[src/rtl/exec_writeback_ctrl.sv]
// exec_writeback_ctrl: multi-cycle fetch/decode/execute/writeback sequencer
// for the 8-bit li/addi datapath. Owns the PC, fetches 16-bit instructions
// over a req/ack port and drives the datapath controls and the write strobe.
//
// Ports:
//   Clk, Reset_n          clock, asynchronous active-low reset
//   Start                 run request (honoured in IDLE and HALT only)
//   Imem_Req/Addr/Ack/Data instruction fetch handshake (Addr = PC)
//   ALUSrc, Imm_Data, Reg_Addr  decoded datapath controls, held until next decode
//   Reg_Write             one-cycle write strobe per retired instruction
//   Busy, Halted, Illegal status (Illegal is sticky until restart)
//   Retire_Cnt            retired-instruction counter, present only when
//                         EXEC_CTRL_RETIRE_CNT_EN is defined
module exec_writeback_ctrl #(
    parameter int unsigned PC_W   = 8,
    parameter int unsigned DATA_W = 8
) (
    input  logic              Clk,
    input  logic              Reset_n,
    input  logic              Start,
    output logic              Imem_Req,
    output logic [PC_W-1:0]   Imem_Addr,
    input  logic              Imem_Ack,
    input  logic [15:0]       Imem_Data,
    output logic              ALUSrc,
    output logic [DATA_W-1:0] Imm_Data,
    output logic [3:0]        Reg_Addr,
    output logic              Reg_Write,
    output logic              Busy,
    output logic              Halted,
    output logic              Illegal
`ifdef EXEC_CTRL_RETIRE_CNT_EN
    ,
    output logic [15:0]       Retire_Cnt
`endif
);

    localparam int unsigned INSTR_W = 16;
    localparam int unsigned OPC_W   = 4;
    localparam int unsigned REG_W   = 4;

    localparam logic [2:0] S_IDLE      = 3'd0;
    localparam logic [2:0] S_FETCH     = 3'd1;
    localparam logic [2:0] S_DECODE    = 3'd2;
    localparam logic [2:0] S_EXECUTE   = 3'd3;
    localparam logic [2:0] S_WRITEBACK = 3'd4;
    localparam logic [2:0] S_HALT      = 3'd5;

    localparam logic [OPC_W-1:0] OPC_LI   = 4'h0;
    localparam logic [OPC_W-1:0] OPC_ADDI = 4'h1;
    localparam logic [OPC_W-1:0] OPC_HALT = 4'hF;

    logic [2:0]         state_q,     state_d;
    logic [PC_W-1:0]    pc_q,        pc_d;
    logic [INSTR_W-1:0] ir_q,        ir_d;
    logic               imem_req_q,  imem_req_d;
    logic               alusrc_q,    alusrc_d;
    logic [DATA_W-1:0]  imm_q,       imm_d;
    logic [REG_W-1:0]   reg_addr_q,  reg_addr_d;
    logic               reg_write_q, reg_write_d;
    logic               busy_q,      busy_d;
    logic               halted_q,    halted_d;
    logic               illegal_q,   illegal_d;

    logic [OPC_W-1:0]   opcode_c;
    assign opcode_c = ir_q[15:12];

    // Next state; registered outputs are derived from the next state so they
    // line up with the state register after each edge.
    always_comb begin
        state_d    = state_q;
        pc_d       = pc_q;
        ir_d       = ir_q;
        alusrc_d   = alusrc_q;
        imm_d      = imm_q;
        reg_addr_d = reg_addr_q;
        illegal_d  = illegal_q;

        case (state_q)
            S_IDLE: begin
                if (Start) state_d = S_FETCH;
            end
            S_FETCH: begin
                if (Imem_Ack) begin
                    ir_d    = Imem_Data;
                    state_d = S_DECODE;
                end
            end
            S_DECODE: begin
                case (opcode_c)
                    OPC_LI, OPC_ADDI: begin
                        alusrc_d   = (opcode_c == OPC_ADDI);
                        imm_d      = DATA_W'(ir_q[7:0]);
                        reg_addr_d = ir_q[11:8];
                        state_d    = S_EXECUTE;
                    end
                    OPC_HALT: begin
                        illegal_d = 1'b0;
                        state_d   = S_HALT;
                    end
                    default: begin
                        illegal_d = 1'b1;
                        state_d   = S_HALT;
                    end
                endcase
            end
            S_EXECUTE: begin
                state_d = S_WRITEBACK;
            end
            S_WRITEBACK: begin
                pc_d    = pc_q + PC_W'(1);
                state_d = S_FETCH;
            end
            S_HALT: begin
                if (Start) begin
                    illegal_d = 1'b0;
                    pc_d      = '0;
                    state_d   = S_FETCH;
                end
            end
            default: begin
                state_d = S_IDLE;
            end
        endcase

        imem_req_d  = (state_d == S_FETCH);
        reg_write_d = (state_d == S_WRITEBACK);
        halted_d    = (state_d == S_HALT);
        busy_d      = (state_d != S_IDLE) && (state_d != S_HALT);
    end

    // State and output registers.
    always_ff @(posedge Clk or negedge Reset_n) begin
        if (!Reset_n) begin
            state_q     <= S_IDLE;
            pc_q        <= '0;
            ir_q        <= '0;
            imem_req_q  <= 1'b0;
            alusrc_q    <= 1'b0;
            imm_q       <= '0;
            reg_addr_q  <= '0;
            reg_write_q <= 1'b0;
            busy_q      <= 1'b0;
            halted_q    <= 1'b0;
            illegal_q   <= 1'b0;
        end else begin
            state_q     <= state_d;
            pc_q        <= pc_d;
            ir_q        <= ir_d;
            imem_req_q  <= imem_req_d;
            alusrc_q    <= alusrc_d;
            imm_q       <= imm_d;
            reg_addr_q  <= reg_addr_d;
            reg_write_q <= reg_write_d;
            busy_q      <= busy_d;
            halted_q    <= halted_d;
            illegal_q   <= illegal_d;
        end
    end

    assign Imem_Req  = imem_req_q;
    assign Imem_Addr = pc_q;
    assign ALUSrc    = alusrc_q;
    assign Imm_Data  = imm_q;
    assign Reg_Addr  = reg_addr_q;
    assign Reg_Write = reg_write_q;
    assign Busy      = busy_q;
    assign Halted    = halted_q;
    assign Illegal   = illegal_q;

`ifdef EXEC_CTRL_RETIRE_CNT_EN
    localparam int unsigned CNT_W = 16;

    logic [CNT_W-1:0] retire_cnt_q, retire_cnt_d;

    // Counts write strobes; survives restart, cleared only by reset.
    always_comb begin
        retire_cnt_d = retire_cnt_q;
        if (reg_write_d) retire_cnt_d = retire_cnt_q + CNT_W'(1);
    end

    always_ff @(posedge Clk or negedge Reset_n) begin
        if (!Reset_n) retire_cnt_q <= '0;
        else          retire_cnt_q <= retire_cnt_d;
    end

    assign Retire_Cnt = retire_cnt_q;
`endif

endmodule
[config.mk]
export PLATFORM = sky130hd
export DESIGN_NAME = exec_writeback_ctrl
export DESIGN_NICKNAME = d
export VERILOG_FILES = /design/src/rtl/exec_writeback_ctrl.sv
export SDC_FILE = /design/constraint.sdc
export NUM_CORES = 1
export LEC_CHECK = 0
export CAP_MARGIN = 20
export CORE_ASPECT_RATIO = 1.25
export CORE_UTILIZATION = 45
export DETAILED_ROUTE_END_ITERATION = 12
export PLACE_DENSITY_LB_ADDON = 0.08
export RECOVER_POWER = 100
export SYNTH_ARGS = -nofsm -noshare
export SYNTH_HDL_FRONTEND = slang
export SYNTH_SLANG_ARGS = --single-unit
[constraint.sdc]
create_clock -name Clk -period 1.96 [get_ports Clk]
set_input_delay 0.392 -clock Clk [delete_from_list [all_inputs] [get_ports Clk]]
set_output_delay 0.392 -clock Clk [all_outputs]
set_load 0.01 [all_outputs]
==> results_dict.tcl, run 1 <==
set metrics [dict create \
    outcome "finished, final reports clean" \
    post-route-min-period_ns 1.865 \
    design.die.area_um2 4638 \
    cell_area_after_synthesis_um2 1966 \
    pwr_density_cell_nw_per_um2 1400 \
    clock-skew-final_ns 0.004556 \
    final_net_count 217 \
    ios 46 \
    drv_cap 0 \
    antenna_violations_before_repair 0 \
    placedCellCount 245 \
    netlist.area_leader.share 0.5729 \
    yosys_warnings 0 \
    initialDrtViolationCount 54 \
    synthDominantAreaCellType "dfrtp_1" \
    post_drt_wl_per_cell_um 13.54 \
    antenna_cells 0 \
    critical_path_class "input port to flip-flop" \
    detail_route.drc_violations 0 \
    grt_overflow_total 0 \
    yosysSeqAreaShare 0.5729 \
    cts.repair_timing.setup_buffer_count 0 \
    core_um2 4131 \
    cellLeakagePower_nw 1.148 \
    worst_pin_slew_ns 1.260 \
    ctsLongestPathBuffers 2 \
    floorplan.initialDensity 0.4758 \
    gp_congestion 0.7355 \
    critical_path_required_ns 2.14 \
    detailed_place.area_um2 2491 \
    cp.arrival_ns 2.05 \
    numPortBuffers 45 \
    timing.hold.worst.class "input port to async pin" \
    synth_seq_cells 45 \
    post_synth.cell_area_avg_um2 13.46 \
    fin_setup_tns_ns 0 \
    setup_viol 0 \
    tritoncts "built" \
    clock_latency_ns 0.30 \
    setup_repair_after_global_routing_missed_its_margin "no" \
    timing_hold_violations_final 0 \
    finalInstanceArea_um2 2552 \
    route.final.wire_length_um 3426 \
    cts_sinks 45 \
    final.period_utilization 0.9514 \
    area_delta_synth_final_pct 29.85 \
    fmaxAchievable_ghz 0.5363 \
    timing.max_slew.rel_slack 0.1597 \
    drt-vias-per-instance 5.079 \
    drt_pass1_iterations 3 \
    critical_path.max_fanout 17 \
    htreeDepth 2 \
    row_count 26 \
    layout.cells.non_filler 253 \
    endpoint_kind "flip-flop" \
    synth_cell_type_count 37 \
    final_layout_size_suffix_gt1_frac 0.1421 \
    critPathLaunchType "input port" \
    hpwl_um 2501 \
    cts.hold.buffers_added 0 \
    fin_hold_ws_ns 0.3448 \
    grt_max_degree 27 \
    cts_root_buf "clkbuf_8" \
    report.final.slew_viol_count 0 \
    grt_pass1_wl_um 5658 \
    cts_repair_resize_count 0 \
    die_y_um 75.89 \
    nFillCells 353 \
    vias 1285 \
    ys_top_cells_by_area "dfrtp_1 (57%), mux2_4 (6.9%), mux2_2 (6.9%), mux2_1 (5.2%), mux2i_1 (2.5%)" \
    mappedNetlistNets 167 \
    numCtsBuffers 5 \
    post_synth_inst_count 146 \
    antenna_left 0 \
    first_global_vias 1256 \
    peakVddDrop_uv 671.0 \
    dieWidth_um 61.12 \
    clk_pin_slew_ns 0.08 \
    global_route.usage.total 0.1710 \
]
## kinds of logic (layout without fill, tap and decap cells)
group                      after synthesis  count (layout)  synth area share
AOI/OAI and AO/OA                       14              14           0.04711
adders and majority gates                1               1          0.006364
buffers and inverters                   12              63           0.03946
DFF                                     45              45            0.5729
muxes                                   35              35            0.2145
and+or+nand+nor                         39              39            0.1197
## flip-flops by register name, summed over array words and instances (netlist names)
signal / count
Illegal: 1
Reg_Write: 1
Busy: 1
ir_q: 16
ALUSrc: 1
Imm_Data: 8
Reg_Addr: 4
Imem_Addr: 8
Halted: 1
state_q: 3
Imem_Req: 1
## stage by stage
step           utilization  total power, mW  worst slack (ns)
3_3_place_gp        0.6030            3.001           0.05474
4_1_cts             0.6320            3.800            0.2494
3_5_place_dp        0.6030            3.062           0.03261
6_report            0.6178            3.575           0.09524
2_1_floorplan            -            2.438            0.4307
5_1_grt             0.6178            3.828           0.09888
## Yosys cell counts (all sizes together)
library cell and count:
nor2b 1, o31ai 1, buf 7, nand2b 8, o22ai 2, mux2 30
or2 2, o21ai 2, dfrtp 45, nor4bb 1, mux2i 5, a21boi 1
and4 1, nand2 9, a22o 2, nand3 2, nand4b 1, nor3 2
inv 4, clkbuf 1, nand4 2, ha 1, a21oi 4, or3 2
or4 1, nor4 5, nor2 2, a2bb2oi 1, a311oi 1
## area by class of cell
type	instances	area, um^2	share of cell area
clock buffer	6	82.58	0.03235
clock inverter	2	37.54	0.01471
inverter	4	15.01	0.005882
multi-input combinational	89	725.7	0.2843
sequential	45	1126	0.4412
tap	56	70.07	0.02745
timing repair buffer	51	495.5	0.1941
## per-layer routing
layer | vias to the layer above | wire (um) | GRT usage
li1 | 619 | - | -
met1 | 626 | 1385 | 0.1914
met2 | 33 | 1784 | 0.2947
met3 | 7 | 179 | 0.05433
met4 | 0 | 76 | 0.07576
met5 | - | 0 | 0
## final timing paths
kind,from,endpoint,slack [ns],depth (start not counted)
setup / recovery,Imem_Ack,ir_q[1],0.1,4
hold / removal,Reset_n,Imm_Data[0],0.34,1
setup reg to reg,state_q[0],ir_q[1],0.25,3
hold reg to reg,Reg_Addr[3],Reg_Addr[3],0.49,1
max in group asynchronous,Reset_n,Imem_Addr[5],0.61,2
min in group Clk,Reg_Addr[3],Reg_Addr[3],0.49,1
## where the power goes
part	leakage, nW	switching [mW]	internal, mW
logic	0.532	0.504	0.713
clock network	0.0574	0.313	0.414
registers	0.559	0.306	1.32
## critical path, stage by stage
cell and delay (ns):
dlygate4sd3_1 0.59, nor4bb_1 0.49, buf_12 0.22, mux2_2 0.34
## layout by cell type, fill, tap and decap left out, types with 2 or more instances in the layout
master / instances
o21ai_0: 2
o22ai_1: 2
nand2b_1: 8
nor2_1: 2
mux2_1: 18
dlygate4sd3_1: 28
a21oi_1: 4
a22o_1: 2
clkbuf_8: 6
nand3_1: 2
or3_1: 2
nor4_1: 5
mux2i_1: 5
clkdlybuf4s50_1: 16
inv_1: 4
mux2_2: 12
nand2_1: 9
clkbuf_1: 2
buf_4: 3
dfrtp_1: 45
Note: power is estimated with default switching activity, not from simulation.
==> inputs of run 2 (changes only) <==
- CELL_PAD_IN_SITES_DETAIL_PLACEMENT: default -> 1
- CELL_PAD_IN_SITES_GLOBAL_PLACEMENT: default -> 1
- CORE_UTILIZATION: 45 -> 39
==> run 2 against run 1 <==
Clock power shrank 3.4%. Sequential cell count is the same. Sequential share of layout area grew 0.20 points. Critical path depth is the same. Register-to-register slack is essentially flat. Combinational power is essentially flat. Cell count grew 1.2%. Die area grew 15%. Highest routed layer unchanged.
==> results_dict.tcl, run 2 (synthesis gave the netlist of run 1 again) <==
set metrics [dict create \
    antenna_cells 0 \
    design.die.area_um2 5330 \
    cp.arrival_ns 1.99 \
    setup_repair_after_global_routing_missed_its_margin "no" \
    ctsLongestPathBuffers 2 \
    gp_congestion 0.7038 \
    first_global_vias 1376 \
    max_flop_register "ir_q" \
    setup_viol 0 \
    final_layout_size_suffix_gt1_frac 0.1327 \
    critical_path_required_ns 2.15 \
    clock_latency_ns 0.30 \
    cellLeakagePower_nw 1.141 \
    hpwl_um 2931 \
    area_delta_synth_final_pct 29.28 \
    detail_route.drc_violations 0 \
    core_um2 4800 \
    grt_busiest_layer "met2" \
    cts.hold.buffers_added 0 \
    antenna_violations_before_repair 0 \
    worst_pin_slew_ns 1.186 \
    ios 46 \
    route.final.wire_length_um 3963 \
    final_net_count 216 \
    timing.hold.worst.class "input port to async pin" \
    layout.cells.most_common_list "dfrtp_1 (45), dlygate4sd3_1 (27), mux2_1 (18)" \
    htreeDepth 2 \
    timing.max_slew.rel_slack 0.2092 \
    critical_path.max_fanout 17 \
    cts.repair_timing.setup_buffer_count 0 \
    timing_hold_violations_final 0 \
    critPathLaunchType "input port" \
    critical_path_class "input port to flip-flop" \
    pwr_density_cell_nw_per_um2 1409 \
    cts_repair_resize_count 0 \
    fin_hold_ws_ns 0.3102 \
    vias 1325 \
    clock-skew-final_ns 0.005918 \
    drt_pass1_iterations 4 \
    global_route.usage.total 0.1686 \
    multi_input_area_um2 725.7 \
    regArea_um2 1126 \
    initialDrtViolationCount 32 \
    cts_sinks 45 \
    fin_setup_tns_ns 0 \
    layout_commonest_cell "dfrtp_1" \
    grt.met3_usage 0.05758 \
    grt_overflow_total 0 \
    grt_max_degree 26 \
    largest_register_ff_count 16 \
    peakVddDrop_uv 666.7 \
    cts_root_buf "clkbuf_8" \
    numPortBuffers 45 \
    row_count 28 \
    post-route-min-period_ns 1.799 \
    tritoncts "built" \
    final.period_utilization 0.9176 \
    numCtsBuffers 5 \
    antenna_left 0 \
    dieWidth_um 65.50 \
    fmaxAchievable_ghz 0.5560 \
    floorplan.initialDensity 0.4095 \
    clk_pin_slew_ns 0.09 \
    outcome "finished, final reports clean" \
    drv_cap 0 \
    grt_pass1_wl_um 6617 \
    post_drt_wl_per_cell_um 15.48 \
    report.final.slew_viol_count 0 \
    die_y_um 81.38 \
    nFillCells 511 \
    drt-vias-per-instance 5.176 \
    use_met2 0.2856 \
    endpoint_kind "flip-flop" \
    met1_usage 0.1895 \
]
## run 2: cell count changes in the layout (fill, tap and decap cells not counted), sizes merged
cell           delta
buf               -1
clkdlybuf4s50     +1
clkinv            +1
clkinvlp          -1
dlygate4sd3       -1
## run 2: metrics by stage
stage          cell area [um^2]    util  power [mW]  instances  setup slack (ns)
6_report                   2541  0.5295       3.581        256            0.1615
5_1_grt                    2541  0.5295       3.826        256            0.1124
2_1_floorplan              1966       -       2.438        146            0.4307
4_1_cts                    2613  0.5443       3.827        256            0.2396
3_3_place_gp               2501  0.5211       3.011        248           0.02490
3_5_place_dp               2501  0.5211       3.105        248           0.02349
## run 2: routing by layer
layer	wire [um]	vias up
met5	0	-
li1	-	613
met4	78	0
met1	1588	671
met3	197	7
met2	2098	34
## run 2: worst paths after layout
check	slack (ns)	endpoint	start	depth (start not counted)
max in group asynchronous	0.43	Imm_Data[4]	Reset_n	2
worst min register to register	0.49	Reg_Addr[3]	ir_q[11]	1
worst max register to register	0.24	ir_q[2]	state_q[0]	3
worst min-delay path	0.31	state_q[1]	Reset_n	1
min in group Clk	0.49	Reg_Addr[3]	ir_q[11]	1
worst max-delay path	0.16	ir_q[2]	Imem_Ack	4
## run 2: worst max-delay path: stages
cell and delay, ns:
clkdlybuf4s50_1 0.51, nor4bb_1 0.51, buf_12 0.23, mux2_2 0.34
## run 2: final cells by class
class	count	area share
clock inverter	2	0.01526
timing repair buffer	50	0.1920
clock buffer	6	0.02856
multi-input combinational	89	0.2856
sequential	45	0.4431
tap	60	0.02954
inverter	4	0.005908
## run 2: where the power goes
| part | switching, mW | internal (mW) | leakage (nW) |
|---|---|---|---|
| logic | 0.524 | 0.715 | 0.526 |
| registers | 0.315 | 1.32 | 0.559 |
| clock network | 0.320 | 0.383 | 0.0554 |
| total | 1.16 | 2.42 | 1.14 |
